--- config.mk ---
export PLATFORM = sky130hd
export DESIGN_NAME = fifo_rd_stream
export DESIGN_NICKNAME = d
export VERILOG_FILES = /design/src/rtl/fifo_rd_stream.sv
export SDC_FILE = /design/constraint.sdc
export NUM_CORES = 1
export LEC_CHECK = 0
export CELL_PAD_IN_SITES_DETAIL_PLACEMENT = 0
export CELL_PAD_IN_SITES_GLOBAL_PLACEMENT = 2
export CORE_ASPECT_RATIO = 1.1
export CORE_MARGIN = 10
export CORE_UTILIZATION = 32
export CTS_CLUSTER_DIAMETER = 80
export DETAILED_ROUTE_END_ITERATION = 8
export PLACE_DENSITY = 0.81
export SYNTH_ARGS = -nofsm -noshare
export SYNTH_HDL_FRONTEND = slang
export SYNTH_SLANG_ARGS = --single-unit
--- constraint.sdc ---
create_clock -name clk_i -period 1.9 [get_ports clk_i]
set_clock_uncertainty 0.1 [all_clocks]
set_input_delay 0.38 -clock clk_i [delete_from_list [all_inputs] [get_ports clk_i]]
set_output_delay 0.38 -clock clk_i [all_outputs]
set_load 0.02 [all_outputs]
--- src/rtl/fifo_rd_stream.sv ---
// Read-side drain stage for fifo_sync: pops words from the FIFO's registered read
// port into a 3-entry buffer and presents them on a valid/ready stream.
module fifo_rd_stream #(
    parameter int unsigned WIDTH = 8
) (
    input  logic             clk_i,
    input  logic             rst_i,
    input  logic             fifo_empty_i,
    input  logic [WIDTH-1:0] fifo_rdata_i,
    output logic             fifo_rd_en_o,
    input  logic             flush_i,
    output logic             m_valid_o,
    input  logic             m_ready_i,
    output logic [WIDTH-1:0] m_data_o,
    output logic [1:0]       buf_count_o
);

    logic [WIDTH-1:0] mem_q [3];
    logic [WIDTH-1:0] mem_d [3];
    logic [1:0]       wr_ptr_q, wr_ptr_d;
    logic [1:0]       rd_ptr_q, rd_ptr_d;
    logic [1:0]       count_q, count_d;
    logic             inflight_q, inflight_d;

    logic [2:0]       credit;
    logic             capture;
    logic             transfer;

    // Pointers cycle 0 -> 1 -> 2 -> 0 over the three entries.
    function automatic logic [1:0] ptr_inc(input logic [1:0] p);
        return (p == 2'd2) ? 2'd0 : p + 2'd1;
    endfunction

    // Credit counts buffered words plus the word still on its way from the FIFO,
    // so a pop is only issued when a slot is guaranteed to be free on arrival.
    always_comb begin
        credit       = {1'b0, count_q} + {2'b00, inflight_q};
        fifo_rd_en_o = rst_i & ~flush_i & ~fifo_empty_i & (credit < 3'd3);
        capture      = inflight_q & ~flush_i;
        m_valid_o    = (count_q != 2'd0) & ~flush_i;
        transfer     = m_valid_o & m_ready_i;
        m_data_o     = mem_q[rd_ptr_q];
        buf_count_o  = count_q;
    end

    // Next-state: capture returning FIFO data, retire transferred words, flush.
    always_comb begin
        mem_d      = mem_q;
        wr_ptr_d   = wr_ptr_q;
        rd_ptr_d   = rd_ptr_q;
        count_d    = count_q;
        inflight_d = fifo_rd_en_o;

        if (capture) begin
            mem_d[wr_ptr_q] = fifo_rdata_i;
            wr_ptr_d        = ptr_inc(wr_ptr_q);
        end
        if (transfer) begin
            rd_ptr_d = ptr_inc(rd_ptr_q);
        end
        unique case ({capture, transfer})
            2'b10:   count_d = count_q + 2'd1;
            2'b01:   count_d = count_q - 2'd1;
            default: count_d = count_q;
        endcase

        // Flush discards buffered words and drops the word in flight.
        if (flush_i) begin
            wr_ptr_d   = 2'd0;
            rd_ptr_d   = 2'd0;
            count_d    = 2'd0;
            inflight_d = 1'b0;
        end
    end

    // State registers with synchronous active-low reset.
    always_ff @(posedge clk_i) begin
        if (!rst_i) begin
            for (int i = 0; i < 3; i++) begin
                mem_q[i] <= '0;
            end
            wr_ptr_q   <= 2'd0;
            rd_ptr_q   <= 2'd0;
            count_q    <= 2'd0;
            inflight_q <= 1'b0;
        end else begin
            for (int i = 0; i < 3; i++) begin
                mem_q[i] <= mem_d[i];
            end
            wr_ptr_q   <= wr_ptr_d;
            rd_ptr_q   <= rd_ptr_d;
            count_q    <= count_d;
            inflight_q <= inflight_d;
        end
    end

endmodule
==> reports/results.ini, run 1 <==
[outcome]
status = complete, but fails checks
failed_checks = negative setup slack

[layout]
nFillCells = 406
multi_input_area_um2 = 856
nNetsFinal = 211
area_delta_synth_final_pct = 36.9
antenna_cells = 0
drive_gt1_share_pct = 23.7
seq_area_um2 = 626
design_area_um2 = 2000
final-instance-count-excl-fill = 248

[floorplanning]
die-area_um2 = 7660
core_area_um2 = 4350
start_util_pct = 33.6
fp.dieW_um = 84.4
die_h_um = 90.8
rows = 25
ios = 25

[route]
drt_wl_total_um = 3510
dr.pass1.iters = 4
vias = 1210
drtAntennaViolNets = 0
post_drt_wl_per_cell_um = 14.1
drtIter0Drc = 64
viasPerCell = 4.88
remaining_drc_errors = 0

[sta]
fin_ws_ns = -0.0281
finalSetupViolCount = 1
rsz0062_at_grt = true
relSlewSlack_pct = 77.5
fin_crit_sh_pct = 101
timing.final.hold_violations = 0
clock.fmax_mhz = 519
min_period_ns = 1.93
worst_pin_slew_ns = 0.329
drv_slew = 0
hold_ws_ns = 0.352

[global_routing]
antenna_found_initial = 0
grt_pass1_wl_um = 5940
grt_usage_pct = 9.56
grt_pass1_vias = 1318
grt_max_degree = 26
grt_overflow = 0

[yosys]
synth_common_cells = dfxtp_1, nand2_1, mux2i_1, nor2b_1, o21ai_0
synth.ff_latch_count = 31
syn_inst = 153
yosysWarnings = 0
syn_area_per_cell_um2 = 9.54
ys_seq_area_share_pct = 42.5
syn_area_um2 = 1460
synth_nets = 169
synthMostInstantiatedCell = dfxtp_1
synth.top_cells.by_area = dfxtp_1, mux2i_1, nor2b_1, nand2_1, a21boi_1
synth_flop_cell = dfxtp_1
synth_edf_count = 0
synth_top_area_share_pct = 42.5
ys_types = 26
netlist.top_cell.by_area = dfxtp_1
synth-async-reset-ratio_pct = 0

[cts]
clock-root-buffer = clkbuf_8
clkSlewWorstSetupHoldPaths_ns = 0.06
cts.path.max_buffers = 2
cts_tree = built
cts.sinks = 31
holdBufCountCts = 0
cts_buffers = 5
htreeDepth = 2
clock_latency_ns = 0.28

[place]
gp_congestion = 0.680
placed_area_um2 = 1920
place_inst = 241
hpwl_um = 2500
portBuffers = 24

[worst_setup_path]
required_ns = 1.42
startpoint = inflight_q
rrSetupSlack_ns = 0.09
crit_path_max_fanout = 2
r2r_cells = 7
r2r_end = buf_count_o[1]
path_class = reg2out
cp_data_arrival_time_ns = 1.45
r2r_start = buf_count_o[1]
crit_end = fifo_rd_en_o
startpoint_type = register
worstSetupEndpointType = output pin

[pwr]
switching_share_pct = 22.4
power_frac_clock_pct = 38.0
p_sw_uw = 276
powerDensity_nw_per_um2 = 618
p_seq_share_pct = 53.5
internal_power_uw = 958
p_leak_uw = 0.000690
vdd.ir_drop.worst_mv = 0.338
total_power_uw = 1230
p_comb_share_pct = 8.5

[hold_path]
hp-class = reg2reg
min_from = mem_q[22]

[flow_run]
cap_violations = 0

## kinds of logic after synthesis
group / count (synthesis) / synth area share [%]
AO/OA/AOI/OAI: 23 / 10.2
flip-flops: 31 / 42.5
buffers and inverters: 7 / 2.49
multiplexers: 26 / 17.9
adder cells (fa/ha/maj): 3 / 2.57
XOR/XNOR: 2 / 1.20
AND/OR/NAND/NOR: 61 / 23.1
## flip-flops by register name (all words and copies together), names as in the netlist
signal	cells
mem_q	24
buf_count_o	2
rd_ptr_q	2
wr_ptr_q	2
inflight_q	1
## routing by layer
metal | track usage (%) | part of all wire (%) | vias to the layer above
met2 | 15.7 | 49 | 32
met5 | 0 | 0 | -
met3 | 3.25 | 5.1 | 5
li1 | - | - | 605
met1 | 10.4 | 45 | 568
met4 | 5.49 | 1.3 | 0
## power by group through the flow
stage	clock [uW]	sequential [uW]	combinational [uW]
floorplan	0	675	41.9
global placement	0	673	104
detailed placement	0	674	106
CTS	491	660	106
global route	522	660	114
finish	468	660	105
## metrics by stage
step                setup TNS, ns  utilization (%)  setup WS (ns)
floorplan                       0                -         0.0533
global placement            -1.82             44.1         -0.482
detailed placement          -2.52             44.1         -0.509
CTS                       -0.0505             46.4        -0.0505
global route              -0.0924             45.9        -0.0924
finish                    -0.0281             45.9        -0.0281
## layout by cell type, fill, tap and decap left out, types with 2 or more instances in the layout
cell and n:
a21boi_1 8, and4bb_1 2, buf_12 3, buf_4 15, clkbuf_2 8, clkbuf_8 5, clkdlybuf4s50_1 11, dfxtp_1 27
dfxtp_2 4, dlygate4sd2_1 2, ha_4 2, mux2i_1 24, nand2_1 27, nand4_1 2, nor2_1 5, nor2b_1 19
o21ai_0 9
## what timing repair did
item                       CTS  global route
pin swaps                    3             0
buffers inserted             1             0
gates resized for setup     26            27
setup endpoints to repair   12            11
## layout make-up
type / count / area share (%)
clock buffer: 6 / 3.63
timing repair buffer: 42 / 18.8
tap: 54 / 3.38
sequential: 31 / 31.3
multi-input combinational: 115 / 42.9
## worst max-delay path, cell delays in order, from the launching register on
cell	delay, ns
dfxtp_2	0.34
ha_4	0.16
ha_4	0.21
a2111oi_4	0.27
buf_4	0.19
## worst min-delay path by stage
| stage | end | depth (start not counted) | slack [ns] |
|---|---|---|---|
| 6_report | mem_q[22] | 2 | 0.35 |
| 5_1_grt | mem_q[22] | 2 | 0.38 |
| 4_1_cts | mem_q[22] | 2 | 0.35 |
| 3_5_place_dp | mem_q[20] | 2 | 0.35 |
| 3_3_place_gp | mem_q[20] | 2 | 0.34 |
| 2_1_floorplan | mem_q[16] | 2 | 0.33 |
Power figures use the tool's default switching activity.
==> run 2, diff against run 1 <==
Clock period 1.9 ns to 2.1 ns, I/O delays scaled along.
==> run 2 against run 1 <==
The run now ends clean. Non-clock buffer count is 4 higher. Global-route usage decreased by 0.21 points. Clock power shrank 3%. Largest cell class unchanged.
==> reports/results.ini, run 2 (synthesized netlist as in run 1, its figures left out) <==
[outcome]
status = complete, no violations

[route]
viasPerCell = 4.65  ; -4.8%
post_drt_wl_per_cell_um = 13.3  ; -6.0%
drtIter0Drc = 18  ; -72%
dr.pass1.iters = 4  ; unchanged
remaining_drc_errors = 0  ; unchanged
vias = 1180  ; -2.5%
drtAntennaViolNets = 0  ; unchanged
drt_wl_total_um = 3380  ; -3.7%

[worst_setup_path]
r2r_end = buf_count_o[1]
r2r_start = buf_count_o[1]
startpoint_type = input pin
cp_data_arrival_time_ns = 1.53  ; +0.08 ns
crit_path_max_fanout = 5  ; +3
rrSetupSlack_ns = 0.25  ; +0.16 ns
path_cells = clkdlybuf4s50_1, buf_6, o21ba_2, clkdlybuf4s15_1
required_ns = 1.58  ; +0.16 ns
cpMaxStageDelayCell = clkdlybuf4s50_1
r2r_cells = 7  ; unchanged
path_class = in2out
worstSetupEndpointType = output pin
critical-path-max-stage-delay_ns = 0.43  ; +0.09 ns

[floorplanning]
rows = 25  ; unchanged
die_h_um = 90.8  ; unchanged
start_util_pct = 33.6  ; unchanged
ios = 25  ; unchanged
fp.dieW_um = 84.4  ; unchanged
core_area_um2 = 4350  ; unchanged
die-area_um2 = 7660  ; unchanged

[cts]
cts.path.max_buffers = 2  ; unchanged
clkSlewWorstSetupHoldPaths_ns = 0.07  ; about the same
htreeDepth = 2  ; unchanged
cts.sinks = 31  ; unchanged
cts_buffers = 5  ; unchanged
clock-root-buffer = clkbuf_8
cts_tree = built
clock_latency_ns = 0.28  ; about the same

[sta]
timing.final.hold_violations = 0  ; unchanged
clock.fmax_mhz = 488
fin_crit_sh_pct = 97.6
final.setup.tns_ns = 0  ; +0.0281 ns
fin_ws_ns = 0.0511  ; +0.0792 ns
drv_slew = 0  ; unchanged
relSlewSlack_pct = 78.1  ; +0.62 points
worst_pin_slew_ns = 0.320  ; -0.00902 ns
min_period_ns = 2.05
rsz0062_at_grt = true
finalSetupViolCount = 0  ; -1

[layout]
final_common_cell = dfxtp_1
final_cell_mix = dfxtp_1, nand2_1, mux2i_1
area_delta_synth_final_pct = 37.7
drive_gt1_share_pct = 18.5  ; -5.2 points
nFillCells = 431  ; +6.2%
nNetsFinal = 215  ; +1.9%
antenna_cells = 0  ; unchanged
largest-register = mem_q
final-instance-count-excl-fill = 254  ; +2.4%
largest_reg_flops = 24  ; unchanged

[flow_run]
cap_violations = 0  ; unchanged

[global_routing]
grt_pass1_vias = 1212  ; -8.0%
antenna_found_initial = 0  ; unchanged
grt_pass1_wl_um = 5810  ; -2.2%
grt_overflow = 0  ; unchanged
grt_max_degree = 26  ; unchanged
grt_usage_pct = 9.35  ; -0.21 points

[pwr]
total_power_uw = 1140  ; -7.4%
powerDensity_nw_per_um2 = 569  ; -8.0%
p_leak_uw = 0.000707  ; +2.5%
vdd.ir_drop.worst_mv = 0.445  ; +32%

[hold_path]
min_delay_path_depth = 2  ; unchanged
min_to = mem_q[23]
min_from = mem_q[23]
hp-class = reg2reg

[place]
pre_cts_slack_ns = -0.386  ; +0.123 ns
portBuffers = 24  ; unchanged
hpwl_um = 2510  ; +0.14%
place_inst = 244  ; +1.2%
gp_congestion = 0.748  ; +10%

==> run 2: changes by cell type in the layout (fill, tap and decap cells not counted), sizes merged <==
cell and change:
dlymetal6s2s -1, buf +4, clkdlybuf4s50 +3, clkinvlp +1, clkbuf -8, dlygate4sd2 +6
clkinv +1
==> run 2: layout make-up <==
class,count,area [um2],share of cell area [%]
clock inverter,2,12.5,0.623
clock buffer,6,72.6,3.61
timing repair buffer,46,409,20.4
tap,54,67.6,3.36
sequential,31,621,30.9
multi-input combinational,115,827,41.2
==> run 2: metal layers <==
metal  global-route usage (%)  vias up  share of wire [%]
met4                     4.53        0                1.7
met1                     9.99      536                 44
li1                         -      617                  -
met3                     4.33        6                6.4
met5                        0        -                  0
met2                     15.2       21                 47
==> run 2: what timing repair did <==
action                     4_1_cts  5_1_grt
pin swaps                        1        0
hold buffers                     0        0
resized for setup               17        3
setup endpoints to repair       10        3
buffers inserted                 0        2
==> run 2: how the worst max path moves through the flow <==
stage / slack [ns] / endpoint / cells past startpoint / from
floorplan: 0.01 / fifo_rd_en_o / 3 / buf_count_o[0]
global placement: -0.37 / fifo_rd_en_o / 4 / flush_i
detailed placement: -0.39 / fifo_rd_en_o / 4 / flush_i
CTS: 0.02 / m_valid_o / 4 / flush_i
global route: -0.005 / buf_count_o[1] / 8 / flush_i
finish: 0.05 / m_valid_o / 4 / flush_i
==> run 2: power breakdown <==
group	total (uW)	switching, uW	internal, uW	leakage [uW]
combinational	94.0	40.4	53.6	0.000416
sequential	596	3.18	593	0.000250
clock	452	221	231	0.0000412
total	1140	265	878	0.000707
==> run 2: through the flow <==
| step | hold slack [ns] | area [um2] | utilization (%) |
|---|---|---|---|
| final | 0.353 | 2010 | 46.2 |
| after global routing | 0.383 | 2010 | 46.2 |
| after CTS | 0.356 | 1980 | 45.6 |
| after detailed placement | 0.347 | 1900 | 43.7 |
| after global placement | 0.341 | 1900 | 43.7 |
| after floorplan | 0.334 | 1470 | - |
==> run 2: critical path: cells and delay by family <==
kind	cells	cell delay [ns]
buffers and inverters	3	0.87
AOI/OAI and AO/OA	1	0.24
